[src/rtl/seven_seg_scanner.sv]
// rtl/seven_seg_scanner.sv - 4-digit common-anode 7-segment scanner with tear-free frame updates
module seven_seg_scanner #(
    parameter int REFRESH_CNT = 100000,
    parameter int BLINK_CNT   = 50000000
) (
    input  logic        clk,
    input  logic        rst,
    input  logic        load,
    input  logic [15:0] value,
    input  logic [3:0]  blank,
    input  logic [3:0]  blink,
    output logic        updated,
    output logic [3:0]  DIGIT,
    output logic [6:0]  DISPLAY
);

    localparam int RW = (REFRESH_CNT > 1) ? $clog2(REFRESH_CNT) : 1;
    localparam int BW = (BLINK_CNT > 1) ? $clog2(BLINK_CNT) : 1;

    logic [RW-1:0] refresh_cnt_q, refresh_cnt_d;
    logic [1:0]    scan_idx_q, scan_idx_d;
    logic [15:0]   disp_value_q, disp_value_d;
    logic [3:0]    disp_blank_q, disp_blank_d;
    logic [3:0]    disp_blink_q, disp_blink_d;
    logic [15:0]   pend_value_q, pend_value_d;
    logic [3:0]    pend_blank_q, pend_blank_d;
    logic [3:0]    pend_blink_q, pend_blink_d;
    logic          pend_flag_q, pend_flag_d;
    logic [BW-1:0] blink_cnt_q, blink_cnt_d;
    logic          blink_phase_q, blink_phase_d;
    logic          updated_q, updated_d;
    logic [3:0]    digit_q, digit_d;
    logic [6:0]    display_q, display_d;

    logic          refresh_tick;
    logic          frame_boundary;
    logic          apply_pending;
    logic          blink_wrap;
    logic [15:0]   value_shifted;
    logic [3:0]    slot_nibble;
    logic          slot_dark;

    // Hex nibble to active-low segments, ordered {g,f,e,d,c,b,a}
    function automatic logic [6:0] seg_decode(input logic [3:0] nib);
        logic [6:0] seg;
        case (nib)
            4'h0: seg = 7'b1000000;
            4'h1: seg = 7'b1111001;
            4'h2: seg = 7'b0100100;
            4'h3: seg = 7'b0110000;
            4'h4: seg = 7'b0011001;
            4'h5: seg = 7'b0010010;
            4'h6: seg = 7'b0000010;
            4'h7: seg = 7'b1111000;
            4'h8: seg = 7'b0000000;
            4'h9: seg = 7'b0010000;
            4'hA: seg = 7'b0001000;
            4'hB: seg = 7'b0000011;
            4'hC: seg = 7'b1000110;
            4'hD: seg = 7'b0100001;
            4'hE: seg = 7'b0000110;
            default: seg = 7'b0001110;
        endcase
        return seg;
    endfunction

    // Next-state: scan timing, frame-boundary handoff of pending data, blink phase, and output pattern
    always_comb begin
        refresh_tick   = (refresh_cnt_q == RW'(REFRESH_CNT - 1));
        refresh_cnt_d  = refresh_tick ? '0 : refresh_cnt_q + RW'(1);
        scan_idx_d     = refresh_tick ? scan_idx_q + 2'd1 : scan_idx_q;
        frame_boundary = refresh_tick && (scan_idx_q == 2'd3);
        apply_pending  = frame_boundary && pend_flag_q;

        disp_value_d = disp_value_q;
        disp_blank_d = disp_blank_q;
        disp_blink_d = disp_blink_q;
        if (apply_pending) begin
            disp_value_d = pend_value_q;
            disp_blank_d = pend_blank_q;
            disp_blink_d = pend_blink_q;
        end

        // A load on the boundary cycle is captured after the old pending set is consumed
        pend_value_d = load ? value : pend_value_q;
        pend_blank_d = load ? blank : pend_blank_q;
        pend_blink_d = load ? blink : pend_blink_q;
        pend_flag_d  = load | (pend_flag_q & ~apply_pending);
        updated_d    = apply_pending;

        blink_wrap    = (blink_cnt_q == BW'(BLINK_CNT - 1));
        blink_cnt_d   = blink_wrap ? '0 : blink_cnt_q + BW'(1);
        blink_phase_d = blink_phase_q ^ blink_wrap;

        // Outputs are built from next-state values so they line up with the new index on the same edge
        value_shifted = disp_value_d >> {scan_idx_d, 2'b00};
        slot_nibble   = value_shifted[3:0];
        slot_dark     = disp_blank_d[scan_idx_d] | (disp_blink_d[scan_idx_d] & blink_phase_d);
        digit_d       = slot_dark ? 4'b1111 : ~(4'b0001 << scan_idx_d);
        display_d     = slot_dark ? 7'b1111111 : seg_decode(slot_nibble);
    end

    // State and registered outputs
    always_ff @(posedge clk) begin
        if (rst) begin
            refresh_cnt_q <= '0;
            scan_idx_q    <= 2'd0;
            disp_value_q  <= 16'h0000;
            disp_blank_q  <= 4'b0000;
            disp_blink_q  <= 4'b0000;
            pend_value_q  <= 16'h0000;
            pend_blank_q  <= 4'b0000;
            pend_blink_q  <= 4'b0000;
            pend_flag_q   <= 1'b0;
            blink_cnt_q   <= '0;
            blink_phase_q <= 1'b0;
            updated_q     <= 1'b0;
            digit_q       <= 4'b1110;
            display_q     <= 7'b1000000;
        end else begin
            refresh_cnt_q <= refresh_cnt_d;
            scan_idx_q    <= scan_idx_d;
            disp_value_q  <= disp_value_d;
            disp_blank_q  <= disp_blank_d;
            disp_blink_q  <= disp_blink_d;
            pend_value_q  <= pend_value_d;
            pend_blank_q  <= pend_blank_d;
            pend_blink_q  <= pend_blink_d;
            pend_flag_q   <= pend_flag_d;
            blink_cnt_q   <= blink_cnt_d;
            blink_phase_q <= blink_phase_d;
            updated_q     <= updated_d;
            digit_q       <= digit_d;
            display_q     <= display_d;
        end
    end

    assign updated = updated_q;
    assign DIGIT   = digit_q;
    assign DISPLAY = display_q;

endmodule

[config.mk]
export PLATFORM = sky130hd
export DESIGN_NAME = seven_seg_scanner
export DESIGN_NICKNAME = d
export VERILOG_FILES = /design/src/rtl/seven_seg_scanner.sv
export SDC_FILE = /design/constraint.sdc
export NUM_CORES = 1
export LEC_CHECK = 0
export ABC_CLOCK_PERIOD_IN_PS = 5040
export CORE_MARGIN = 2
export CORE_UTILIZATION = 45
export DETAILED_ROUTE_END_ITERATION = 10
export SLEW_MARGIN = 20
export SYNTH_ARGS = -nofsm -noshare
export SYNTH_HDL_FRONTEND = slang
export SYNTH_SLANG_ARGS = --single-unit
[constraint.sdc]
create_clock -name clk -period 5.04 [get_ports clk]
set_input_delay 0.504 -clock clk [delete_from_list [all_inputs] [get_ports clk]]
set_output_delay 0.504 -clock clk [all_outputs]
set_load 0.05 [all_outputs]
==> results_dict.tcl <==
set metrics [dict create \
    synth.distinct_cells 54 \
    root_buffer "clkbuf_8" \
    setup-tns-final_ns 0 \
    drt-initial-drc-count 188 \
    final_nets 621 \
    worstPathRequired_ns 5.33 \
    p_sw_uw 341 \
    hpwl_mm 6.64 \
    die_y_um 108 \
    fin_crit_sh_pct 72.3 \
    combPwrFrac_pct 4.4 \
    crit_arrival_ns 3.94 \
    ir_drop_mv 0.132 \
    die_x_um 108 \
    setup.worst_path.start "scan_idx_q[0]$_SDFF_PP0_" \
    synth_edf_count 0 \
    start_util_pct 45.7 \
    path_cells "ha_1, nand2b_1, a2bb2oi_1, o22ai_1, a2111oi_0, nand2_1, and2_1, ha_1, o21ai_0, a21oi_1, a21oi_1" \
    syn-instance-count 558 \
    final_cell_mix "107 x dfxtp_1, 91 x nor2_1, 66 x nand2_1" \
    max_freq_ghz 0.274 \
    reg2reg_slack_ns 1.40 \
    cts_buffers 9 \
    status "complete, no violations" \
    hold_buffers 0 \
    cts_tree "built" \
    setup.worst_path.start_class "flip-flop" \
    synth-seq-area-share_pct 43.8 \
    grt_pass1_vias 3642 \
    grt_use_total_pct 17.5 \
    dieArea_mm2 0.0117 \
    r2r_end "DISPLAY[3]$_SDFF_PP0_" \
    critical_path_class "flip-flop to flip-flop" \
    synth_nets 594 \
    cp-endpoint "DISPLAY[3]$_SDFF_PP0_" \
    final_common_cell "dfxtp_1" \
    clock_latency_ns 0.36 \
    rr_worst_depth 11 \
    p_seq_share_pct 58.7 \
    clock_path_buffers 2 \
    maxCapViolations 0 \
    antenna_left 0 \
    route.detailed.drc 0 \
    synth_seq_cells 107 \
    period_needed_ns 3.64 \
    num_rows 38 \
    rsz0062_at_grt "false" \
    htreeDepth 3 \
    clk_pin_slew_ns 0.10 \
    viasPerCell 5.21 \
    timing.rr.start "scan_idx_q[0]$_SDFF_PP0_" \
    worst_pin_slew_ns 0.811 \
    slew_headroom_pct 45.8 \
    grt_remaining_overflow 0 \
    yosysWarnings 0 \
    wirelength_mm 9.65 \
    slew_violations 0 \
    antenna_found_initial 0 \
    area_growth_syn_to_layout_pct 14.1 \
    p_clk_share_pct 36.8 \
    syn_area_mm2 0.00489 \
    avgSynthCellArea_um2 8.77 \
    power_density_mw_per_mm2 267 \
    pin_count 39 \
    leakage_nw 2.07 \
    max_stage_delay_ns 0.86 \
    internal_power_mw 1.15 \
    postCtsSetupBuffers 0 \
    setup_viol 0 \
    grt_pass1_wl_mm 16.6 \
    cp_slowest_cell "dfxtp_1" \
    finalHoldViolations 0 \
    vias 3800 \
    endpoint_kind "flip-flop" \
    worst_hold_path_type "flip-flop to flip-flop" \
    cp_max_fo 21 \
    gp_congestion 0.861 \
    synth_flop_cell "dfxtp_1" \
    drt-pass1-iter-count 7 \
    coreArea_mm2 0.0107 \
    cts_resized 0 \
    io_buffers 38 \
    wl_per_cell_um 13.2 \
    drive_gt1_share_pct 6.78 \
    clkSinkCount 107 \
    p_sw_share_pct 22.9 \
    total_power_mw 1.49 \
    n_antenna_cell 0 \
    grt_max_degree 35 \
    finalClockSkew_ns 0.0138 \
    async_flop_share_pct 0 \
]
==> area by class of cell <==
cell class	instances	area, um2
fillers	1009	5120
multi-input cells	410	2590
flip-flops and latches	107	2140
repair buffers	42	405
well taps	140	175
clock buffers	10	138
clock inverters	6	72.6
inverters	15	56.3
==> routing by layer <==
metal / share of wire [%] / GRT usage [%]
met5: 0 / 0
met4: 0.78 / 6.23
met3: 4.6 / 2.83
met2: 47 / 28.3
met1: 48 / 23.7
==> stage by stage <==
stage / cells / utilization [%] / cell area, um2 / hold slack, ns / setup slack (ns)
2_1_floorplan: 558 / - / 4890 / 0.418 / 2.08
3_3_place_gp: 714 / 50.2 / 5370 / 0.432 / 1.57
3_5_place_dp: 714 / 50.2 / 5370 / 0.441 / 1.50
4_1_cts: 730 / 52.2 / 5580 / 0.460 / 1.46
5_1_grt: 730 / 52.2 / 5580 / 0.483 / 1.09
6_report: 730 / 52.2 / 5580 / 0.457 / 1.40
==> worst max-delay path: cells and delay by family, from the launching register on <==
family	cells	cell delay (ns)
adder cells (fa/ha/maj)	2	0.86
AO/OA/AOI/OAI	6	1.31
AND/OR/NAND/NOR	3	0.55
flip-flops	1	0.86
==> synth_stat cells (2+ instances only) <==
cell	number	area share (%)
dfxtp_1	107	44
nor2_1	91	7.0
nand2_1	66	5.1
mux2i_1	40	8.2
a21oi_1	39	4.0
clkbuf_1	24	1.8
nand3_1	23	2.4
xor2_1	20	3.6
xnor2_1	17	3.0
inv_1	14	1.1
o21ai_0	11	1.1
or3_1	10	1.3
ha_1	9	2.3
nor3_1	7	0.72
mux4_2	6	2.8
nand2b_1	6	0.77
nand4_1	6	0.77
and2_1	5	0.64
a211oi_1	4	0.61
a31oi_1	4	0.51
and3_1	4	0.51
a221oi_1	2	0.36
a22oi_1	2	0.31
mux2_2	2	0.46
nor2b_1	2	0.26
nor4_1	2	0.26
nor4_2	2	0.51
nor4b_1	2	0.36
o21ai_1	2	0.20
o21bai_1	2	0.31
o22ai_1	2	0.26
or2_2	2	0.26
or4_1	2	0.31
==> registers in the layout, indices dropped and copies added, names as in the netlist <==
signal	count
disp_value_q	16
pend_blank_q	4
pend_blink_q	4
scan_idx_q	2
updated	1
DISPLAY	7
disp_blank_q	4
blink_phase_q	1
disp_blink_q	4
pend_flag_q	1
refresh_cnt_q	17
DIGIT	4
blink_cnt_q	26
pend_value_q	16
==> worst min path at each step <==
stage	start	end	slack, ns	cells after the start
after floorplan	refresh_cnt_q[0]$_SDFF_PP0_	refresh_cnt_q[0]$_SDFF_PP0_	0.42	1
after global placement	refresh_cnt_q[0]$_SDFF_PP0_	refresh_cnt_q[0]$_SDFF_PP0_	0.43	1
after detailed placement	refresh_cnt_q[0]$_SDFF_PP0_	refresh_cnt_q[0]$_SDFF_PP0_	0.44	1
after CTS	disp_blank_q[2]$_SDFF_PP0_	disp_blank_q[2]$_SDFF_PP0_	0.46	2
after global routing	refresh_cnt_q[0]$_SDFF_PP0_	refresh_cnt_q[0]$_SDFF_PP0_	0.48	1
final	disp_blank_q[2]$_SDFF_PP0_	disp_blank_q[2]$_SDFF_PP0_	0.46	2
==> cells by family after synthesis <==
logic type / synth area share (%)
XOR/XNOR: 6.63
multiplexers: 11.9
AO/OA/AOI/OAI: 9.11
buffers and inverters: 3.25
AND/OR/NAND/NOR: 23.0
flip-flops: 43.8
adder cells (fa/ha/maj): 2.30
==> power by group through the flow <==
stage / clock [mW] / combinational, mW / sequential (mW)
finish: 0.548 / 0.0662 / 0.874
global placement: 0 / 0.0658 / 0.893
detailed placement: 0 / 0.0671 / 0.894
CTS: 0.566 / 0.0673 / 0.874
floorplan: 0 / 0.0408 / 0.889
global route: 0.602 / 0.0742 / 0.877
Note: power is estimated with default switching activity, not from simulation.
